## src/rtl/cpu_seq_pkg.sv

```systemverilog
// Shared types and instruction-field constants for the fetch sequencer.
// Optional feature macro used by the sequencer: SEQ_RETIRE_CNT_EN.
package cpu_seq_pkg;

  typedef enum logic [1:0] {
    IDLE   = 2'd0,
    FETCH  = 2'd1,
    ISSUE  = 2'd2,
    HALTED = 2'd3
  } seq_state_t;

  localparam logic [15:0] NOP_INSTR   = 16'hF800;
  localparam logic [5:0]  HALT_OPCODE = 6'b111111;
  localparam int          OPCODE_MSB  = 15;
  localparam int          OPCODE_LSB  = 10;

  function automatic logic is_halt(input logic [15:0] instr);
    return (instr[OPCODE_MSB:OPCODE_LSB] == HALT_OPCODE);
  endfunction

endpackage

```

## src/rtl/seq_wait_timer.sv

```systemverilog
// Counts unanswered fetch cycles; timeout flags the cycle whose increment would reach MAX_WAIT.
module seq_wait_timer #(
  parameter int MAX_WAIT = 15
) (
  input  logic clk,
  input  logic rst,
  input  logic clr,
  input  logic en,
  output logic timeout
);

  localparam int              CNT_W = (MAX_WAIT > 1) ? $clog2(MAX_WAIT + 1) : 1;
  localparam logic [CNT_W-1:0] LAST  = CNT_W'(MAX_WAIT - 1);

  logic [CNT_W-1:0] cnt_r;

  // Wait counter: cleared outside FETCH, advances on every cycle without a response
  always_ff @(posedge clk or posedge rst) begin
    if (rst) begin
      cnt_r <= {CNT_W{1'b0}};
    end else if (clr) begin
      cnt_r <= {CNT_W{1'b0}};
    end else if (en && (cnt_r != LAST)) begin
      cnt_r <= cnt_r + CNT_W'(1);
    end else begin
      cnt_r <= cnt_r;
    end
  end

  assign timeout = en && (cnt_r == LAST);

endmodule

```

## src/rtl/cpu_fetch_sequencer.sv

```systemverilog
// Fetch/issue sequencer feeding cpu_core one instruction per handshake; halts on HALT or timeout.
// Optional retire counter port enabled by defining SEQ_RETIRE_CNT_EN.
module cpu_fetch_sequencer
  import cpu_seq_pkg::*;
#(
  parameter int                ADDR_W   = 8,
  parameter logic [ADDR_W-1:0] START_PC = {ADDR_W{1'b0}},
  parameter int                MAX_WAIT = 15
) (
  input  logic              clk,
  input  logic              rst,
  input  logic              start,
  output logic              imem_req,
  output logic [ADDR_W-1:0] imem_addr,
  input  logic [15:0]       imem_rdata,
  input  logic              imem_valid,
  output logic [15:0]       instr_out,
  output logic              issue,
  output logic [ADDR_W-1:0] pc_out,
  output logic              busy,
  output logic              halted,
  output logic              err
`ifdef SEQ_RETIRE_CNT_EN
  ,
  output logic [15:0]       retire_cnt
`endif
);

  seq_state_t        state_r, next_state_s;
  logic [ADDR_W-1:0] pc_r, pc_nxt_s;
  logic              start_ok_s, timeout_s, wait_clr_s, wait_en_s;
  logic              req_nxt_s, issue_nxt_s, busy_nxt_s, halted_nxt_s, err_nxt_s;
  logic [15:0]       instr_nxt_s;

  assign start_ok_s = start && ((state_r == IDLE) || (state_r == HALTED));
  assign wait_clr_s = (state_r != FETCH);
  assign wait_en_s  = (state_r == FETCH) && !imem_valid;

  seq_wait_timer #(.MAX_WAIT(MAX_WAIT)) u_wait_timer (
    .clk     (clk),
    .rst     (rst),
    .clr     (wait_clr_s),
    .en      (wait_en_s),
    .timeout (timeout_s)
  );

  // State register
  always_ff @(posedge clk or posedge rst) begin
    if (rst) begin
      state_r <= IDLE;
    end else begin
      state_r <= next_state_s;
    end
  end

  // Next-state decode; a response in the timeout cycle takes priority over the timeout
  always_comb begin
    next_state_s = state_r;
    case (state_r)
      IDLE: begin
        if (start) next_state_s = FETCH;
        else       next_state_s = IDLE;
      end
      FETCH: begin
        if (imem_valid) begin
          if (is_halt(imem_rdata)) next_state_s = HALTED;
          else                     next_state_s = ISSUE;
        end else if (timeout_s) begin
          next_state_s = HALTED;
        end else begin
          next_state_s = FETCH;
        end
      end
      ISSUE:   next_state_s = FETCH;
      HALTED: begin
        if (start) next_state_s = FETCH;
        else       next_state_s = HALTED;
      end
      default: next_state_s = IDLE;
    endcase
  end

  // Output decode from the upcoming state so every port comes straight from a flop
  always_comb begin
    req_nxt_s    = (next_state_s == FETCH);
    issue_nxt_s  = (next_state_s == ISSUE);
    busy_nxt_s   = (next_state_s == FETCH) || (next_state_s == ISSUE);
    halted_nxt_s = (next_state_s == HALTED);
    instr_nxt_s  = NOP_INSTR;
    err_nxt_s    = err;
    pc_nxt_s     = pc_r;
    if (issue_nxt_s) begin
      instr_nxt_s = imem_rdata;
    end else begin
      instr_nxt_s = NOP_INSTR;
    end
    if (start_ok_s) begin
      err_nxt_s = 1'b0;
    end else if ((state_r == FETCH) && !imem_valid && timeout_s) begin
      err_nxt_s = 1'b1;
    end else begin
      err_nxt_s = err;
    end
    if (start_ok_s) begin
      pc_nxt_s = START_PC;
    end else if (state_r == ISSUE) begin
      pc_nxt_s = pc_r + ADDR_W'(1);
    end else begin
      pc_nxt_s = pc_r;
    end
  end

  // Output and PC registers
  always_ff @(posedge clk or posedge rst) begin
    if (rst) begin
      imem_req  <= 1'b0;
      issue     <= 1'b0;
      instr_out <= NOP_INSTR;
      busy      <= 1'b0;
      halted    <= 1'b0;
      err       <= 1'b0;
      pc_r      <= START_PC;
    end else begin
      imem_req  <= req_nxt_s;
      issue     <= issue_nxt_s;
      instr_out <= instr_nxt_s;
      busy      <= busy_nxt_s;
      halted    <= halted_nxt_s;
      err       <= err_nxt_s;
      pc_r      <= pc_nxt_s;
    end
  end

  assign imem_addr = pc_r;
  assign pc_out    = pc_r;

`ifdef SEQ_RETIRE_CNT_EN
  logic [15:0] retire_cnt_r;

  // Saturating count of issued instructions, restarted with each accepted start
  always_ff @(posedge clk or posedge rst) begin
    if (rst) begin
      retire_cnt_r <= 16'h0000;
    end else if (start_ok_s) begin
      retire_cnt_r <= 16'h0000;
    end else if (issue && (retire_cnt_r != 16'hFFFF)) begin
      retire_cnt_r <= retire_cnt_r + 16'h0001;
    end else begin
      retire_cnt_r <= retire_cnt_r;
    end
  end

  assign retire_cnt = retire_cnt_r;
`endif

endmodule
```

## config.mk

```make
export PLATFORM = sky130hd
export DESIGN_NAME = cpu_fetch_sequencer
export DESIGN_NICKNAME = d
export VERILOG_FILES = /design/src/rtl/cpu_seq_pkg.sv /design/src/rtl/seq_wait_timer.sv /design/src/rtl/cpu_fetch_sequencer.sv
export SDC_FILE = /design/constraint.sdc
export NUM_CORES = 1
export LEC_CHECK = 0
export CORE_MARGIN = 10
export CORE_UTILIZATION = 47
export DETAILED_ROUTE_END_ITERATION = 10
export GPL_TIMING_DRIVEN = 0
export PLACE_DENSITY = 0.82
export SYNTH_ARGS = -nofsm -noshare
export SYNTH_HDL_FRONTEND = slang
export SYNTH_SLANG_ARGS = --single-unit
```

## constraint.sdc

```tcl
create_clock -name clk -period 5.37 [get_ports clk]
set_input_delay 1.074 -clock clk [delete_from_list [all_inputs] [get_ports clk]]
set_output_delay 1.074 -clock clk [all_outputs]
set_load 0.02 [all_outputs]
```

==> run metrics, run 1 <==
met3 global-route usage 7.23%; vias per inst 4.65; Synth Instances 130; Global Route met1 Usage 11.8%; clock sinks 35; most frequent cells in the layout 56 x clkdlybuf4s50_1, 30 x dfrtp_1, 15 x nor2_1; Die H 77.1 um; top cells by area, synth dfrtp_1 49%, dfstp_2 8.6%, ha_1 5.7%, and2_1 4.5%, buf_4 3.9%; Residual DRC 0; count of state elements after synthesis 35; Yosys top cell by area dfrtp_1; Post-synth EDFFs 0; FFs w/ async S/R, synth 100%; number of setup buffers added after CTS 0; fin util 72.2%; unrepaired setup endpoints after global routing false; vias in the first global route 1243; H-tree depth 2; DRT Pass-1 Iters 4; initial antenna violation count 0; commonest non-fill, non-tap cell in the layout clkdlybuf4s50_1; first-pass GRT wire length 5.88 mm; Wirelength per Cell 14.6 um; final setup fails 0; Synth Area in XOR/XNOR 4.00%; Synth Area in Compound Gates 6.04%; Hold Vio Cnt, Final 0; simple-gate share of the synthesized area 18.0%; clk buf depth 2; hold buffers post-CTS 0; filler instances 241; initial core utilization 49.8%; Fin Setup TNS 0 ns; row count 20; fmax 0.384 GHz; Storage cell area 882 um2; worst rel slew slack 55.0%; post-cts resize count 0; pins over their slew limit 0; final period utilization 48.5%; Root Buffer clkbuf_4; leakage 0.998 nW; CTS tree built; Startpoint Class register; area grow syn2layout 44.9%; main combinational cell family by area after synthesis simple AND/OR/NAND/NOR gates; post-route ant nets 0; Worst-path clk slew 0.10 ns; Arr. time, crit path 1.53 ns; kind of critical path reg -> out; total global-route track usage 12.1%; mux contribution to synthesized area 1.31%; WP data required 4.30 ns; CORE AREA 3080 um2; sequential-to-total area share from yosys stat 57.5%; Vias 1112; hold path cells 2; # diodes 0; Yosys warnings 0; DIE AREA 5950 um2; hpwl dp 2.75 mm; Die W 77.1 um; Max FO, Critical Path 6; share of cells above drive strength 1 14.4%; Adder-Cell Fraction of Synth Area 5.71%; Reg2Reg Depth 7; Ports 57; Multi-input gate area 538 um2; nature of the critical path endpoint output port; top-area cell type share of the netlist area 48.9%; Max Cap Viol 0; DR iter-0 viols 55; GRT busiest layer met2; Netlist Area Pre-Place 1530 um2; worst-skew pair later-pin latency 0.34 ns; synth unique cells 31; top_reg_cell synth dfrtp_1; Period minus WS final 2.61 ns; Syn Nets 157; largest net degree at the start of global routing 36; Hold/Removal Path Class reg -> reg; port buffer count 56; Slew @ Worst Pin 0.673 ns; grt met2 use 20.6%; status finished clean; Pwr per Cell Area 363 nW/um2; Setup Skew 0.00832 ns; Placer Congestion 0.763; Layout Nets 221; DRT Wirelength 3.48 mm; CTS Buf Count 5; Max VDD drop 0.254 mV; mean post-synth cell area 11.8 um2; grt ovf 0
-- critical path: stages, from the launching register on --
cell and delay, ns:
dfrtp_1 0.46, buf_4 0.14, clkdlybuf4s50_1 0.59
-- power breakdown --
group          leakage (nW)  switching, mW  internal (mW)
Combinational         0.502          0.178          0.152
Clock                0.0347         0.0870         0.0486
Sequential            0.462         0.0276          0.313
Total                 0.998          0.293          0.514
-- metrics by stage --
| step | hold WS (ns) | total power [mW] | cells | area [um2] | setup WS (ns) |
|---|---|---|---|---|---|
| floorplan | 0.538 | 0.542 | 130 | 1530 | 3.16 |
| global placement | 0.491 | 0.658 | 230 | 2150 | 2.48 |
| detailed placement | 0.488 | 0.679 | 230 | 2150 | 2.46 |
| CTS | 0.517 | 0.815 | 238 | 2200 | 2.75 |
| global route | 0.562 | 0.863 | 239 | 2220 | 2.71 |
| finish | 0.510 | 0.807 | 239 | 2220 | 2.76 |
-- synthesized netlist by cell type (all sizes together) (2+ instances only) --
cell type  count
dfrtp         30
nor2          15
and2          11
buf           10
inv           10
ha             7
nand2b         6
dfstp          5
xor2           5
nand2          4
nand4          4
a21oi          2
mux2i          2
o21ai          2
or3            2
xnor2          2
-- area by class of cell --
class	count	area share [%]
sequential	35	39.7
timing repair buffer	57	26.1
multi-input combinational	75	24.2
buffer	10	3.43
tap	44	2.48
clock buffer	5	1.69
inverter	10	1.69
clock inverter	3	0.676
-- cell families after synthesis --
logic type,Yosys count
xor gates and xnor gates,7
DFF,35
buffers and inverters,20
muxes,2
adders and majority gates,7
AOI/OAI and AO/OA,10
and+or+nand+nor,49
-- worst paths after layout --
kind | startpoint | slack (ns) | end
min in group asynchronous | rst | 0.95 | imem_addr[5]
worst min-delay path | err | 0.51 | err
worst max register to register | state_r[0] | 3.25 | instr_out[7]
worst max-delay path | imem_addr[2] | 2.76 | pc_out[2]
max in group asynchronous | rst | 3.94 | instr_out[11]
worst min register to register | err | 0.51 | err
-- flip-flops by register name (all words and copies together), names as in the netlist --
register,count
busy,1
u_wait_timer.cnt_r,4
imem_addr,8
state_r,2
imem_req,1
issue,1
halted,1
err,1
instr_out,16
-- routing by layer --
layer | up-vias | routed length (um)
li1 | 545 | -
met1 | 517 | 1340
met2 | 45 | 1730
met3 | 5 | 374
met4 | 0 | 34
met5 | - | 0
No activity file was read; power rests on OpenSTA's default activity.
==> run 2: changes to the inputs <==
--- a/config.mk
+++ b/config.mk
@@ -6,10 +6,10 @@
 export NUM_CORES = 1
 export LEC_CHECK = 0
 export CORE_MARGIN = 10
-export CORE_UTILIZATION = 47
+export CORE_UTILIZATION = 43
 export DETAILED_ROUTE_END_ITERATION = 10
 export GPL_TIMING_DRIVEN = 0
-export PLACE_DENSITY = 0.82
+export PLACE_DENSITY = 0.76
 export SYNTH_ARGS = -nofsm -noshare
 export SYNTH_HDL_FRONTEND = slang
 export SYNTH_SLANG_ARGS = --single-unit
==> constraint.sdc (replaced) <==
create_clock -name clk -period 2.4 [get_ports clk]
set_input_delay 0.48 -clock clk [delete_from_list [all_inputs] [get_ports clk]]
set_output_delay 0.48 -clock clk [all_outputs]
set_load 0.02 [all_outputs]
==> run 2 against run 1 <==
Utilization down 4.8 points. Count of clock-buffer cells in the layout unchanged. Critical path depth up 5. Via count up 3.2%. Worst hold slack worse by 0.13 ns. First-iteration DRC count up 35%. Final area up 2.8%. Sequential power up 120%. Clock skew down 0.0019 ns. Total power up 150%. Die area up 6.8%.
==> run metrics, run 2 (synthesized netlist as in run 1, its figures left out) <==
status finished clean; DR iter-0 viols 74 (+35%); clock sinks 35 (unchanged); final period utilization 88.2%; post-cts resize count 0 (unchanged); Max Cap Viol 0 (unchanged); # diodes 0 (unchanged); hpwl dp 2.68 mm (-2.6%); Setup Skew 0.00645 ns (-0.00186 ns); worst rel slew slack 61.6% (+6.7 points); H-tree depth 2 (unchanged); pins over their slew limit 0 (unchanged); Top reg by flops instr_out; Placer Congestion 0.763 (about the same); Max FO, Critical Path 10 (+4); worst-skew pair later-pin latency 0.33 ns (about the same); Clk pwr share 26.0% (+9.2 points); Layout Nets 221 (unchanged); post-route ant nets 0 (unchanged); DRT Wirelength 3.39 mm (-2.6%); net switching power 0.644 mW (+120%); DIE AREA 6360 um2 (+6.8%); number of setup buffers added after CTS 0 (unchanged); total global-route track usage 11.1% (-1.0 points); Hold/Removal Path Class in -> async; Buf/Inv on CP 3 (+1); WP data required 2.68 ns (-1.62 ns); CORE AREA 3390 um2 (+10%); Max VDD drop 0.563 mV (+120%); crit-path cells inv_1 > ha_1 > buf_2 > or4_4 > nor3b_4 > buf_6 > and2_1; DRT Pass-1 Iters 4 (unchanged); fin util 67.4% (-4.8 points); Slew @ Worst Pin 0.573 ns (-0.0998 ns); Comb power frac 36.1% (-4.9 points); final setup fails 0 (unchanged); cell total after placement 232 (+0.87%); kind of critical path reg -> reg; hold buffers post-CTS 0 (unchanged); CTS tree built; Period minus WS final 2.12 ns; final std cells w/o fill 241 (+0.84%); initial antenna violation count 0 (unchanged); nature of the critical path endpoint register; Worst-path clk slew 0.11 ns (about the same); row count 21 (+5.0%); Hold Vio Cnt, Final 0 (unchanged); most frequent cells in the layout 56 x clkdlybuf4s50_1, 30 x dfrtp_1, 15 x nor2_1; Fin Setup TNS 0 ns (unchanged); Ports 57 (unchanged); max FFs per register 16 (unchanged); largest net degree at the start of global routing 36 (unchanged); port buffer count 56 (unchanged); vias per inst 4.76 (+2.4%); fmax 0.472 GHz; unrepaired setup endpoints after global routing false; Arr. time, crit path 2.39 ns (+0.86 ns); Pwr per Cell Area 879 nW/um2 (+140%); Die W 79.7 um (+3.4%); clk buf depth 2 (unchanged); reg2reg setup slack 0.28 ns (-2.97 ns); Slowest Stage Delay on Critical Path 0.52 ns (-0.07 ns); initial core utilization 45.3% (-4.6 points); delay-heaviest family, CP simple AND/OR/NAND/NOR gates; Sw Share 32.1% (-4.2 points); Wirelength per Cell 14.1 um (-3.5%); Startpoint Class register; Vias 1148 (+3.2%); first-pass GRT wire length 5.55 mm (-5.5%); CTS Buf Count 5 (unchanged); leakage 1.02 nW (+2.0%); crit path max-delay cell type or4_4; Cell Int Power 1.36 mW (+170%); grt ovf 0 (unchanged); area grow syn2layout 48.9%; Residual DRC 0 (unchanged); Root Buffer clkbuf_4; vias in the first global route 1212 (-2.5%); Die H 79.7 um (+3.4%); Reg power frac 37.9% (-4.3 points); share of cells above drive strength 1 14.4% (unchanged); commonest non-fill, non-tap cell in the layout clkdlybuf4s50_1
==> run 2: changes by cell type in the layout (fill, tap and decap cells not counted) <==
| cell | previous run | this run |
|---|---|---|
| buf_12 | 1 | 0 |
| buf_16 | 0 | 1 |
| clkinv_2 | 3 | 0 |
| bufinv_16 | 0 | 2 |
| clkinvlp_4 | 0 | 1 |
==> run 2: cell type report <==
class	count	area (um2)
buffer	10	76.3
clock buffer	5	37.5
clock inverter	3	67.6
fill	252	1100
inverter	10	37.5
multi-input combinational	75	538
sequential	35	882
tap	46	57.6
timing repair buffer	57	588
==> run 2: worst paths after layout <==
kind,to,from,cells past startpoint
worst max register to register,instr_out[6],state_r[0],7
max in group asynchronous,instr_out[11],rst,3
min in group clk,err,err,2
worst min-delay path,instr_out[8],rst,2
worst min register to register,err,err,2
worst max-delay path,instr_out[6],state_r[0],7
==> run 2: metal layers <==
metal | vias to the layer above | global-route usage (%) | routed length [um]
li1 | 549 | - | -
met1 | 547 | 11.3 | 1310
met2 | 48 | 17.3 | 1550
met3 | 4 | 8.33 | 510
met4 | 0 | 3.23 | 19
met5 | - | 0 | 0
==> run 2: metrics by stage <==
stage	setup slack [ns]	cell area (um2)	hold slack (ns)	total power [mW]
after global placement	0.0915	2150	0.486	1.48
after CTS	0.256	2260	0.537	2.04
after global routing	0.165	2280	0.382	2.14
after detailed placement	0.0637	2150	0.509	1.50
final	0.283	2280	0.382	2.01
after floorplan	0.500	1530	0.538	1.21
==> run 2: power groups by stage <==
stage	logic (mW)	clock network (mW)	registers (mW)
floorplan	0.354	0	0.858
global placement	0.712	0	0.766
CTS	0.736	0.540	0.761
finish	0.725	0.523	0.761
global route	0.792	0.571	0.774
detailed placement	0.732	0	0.773
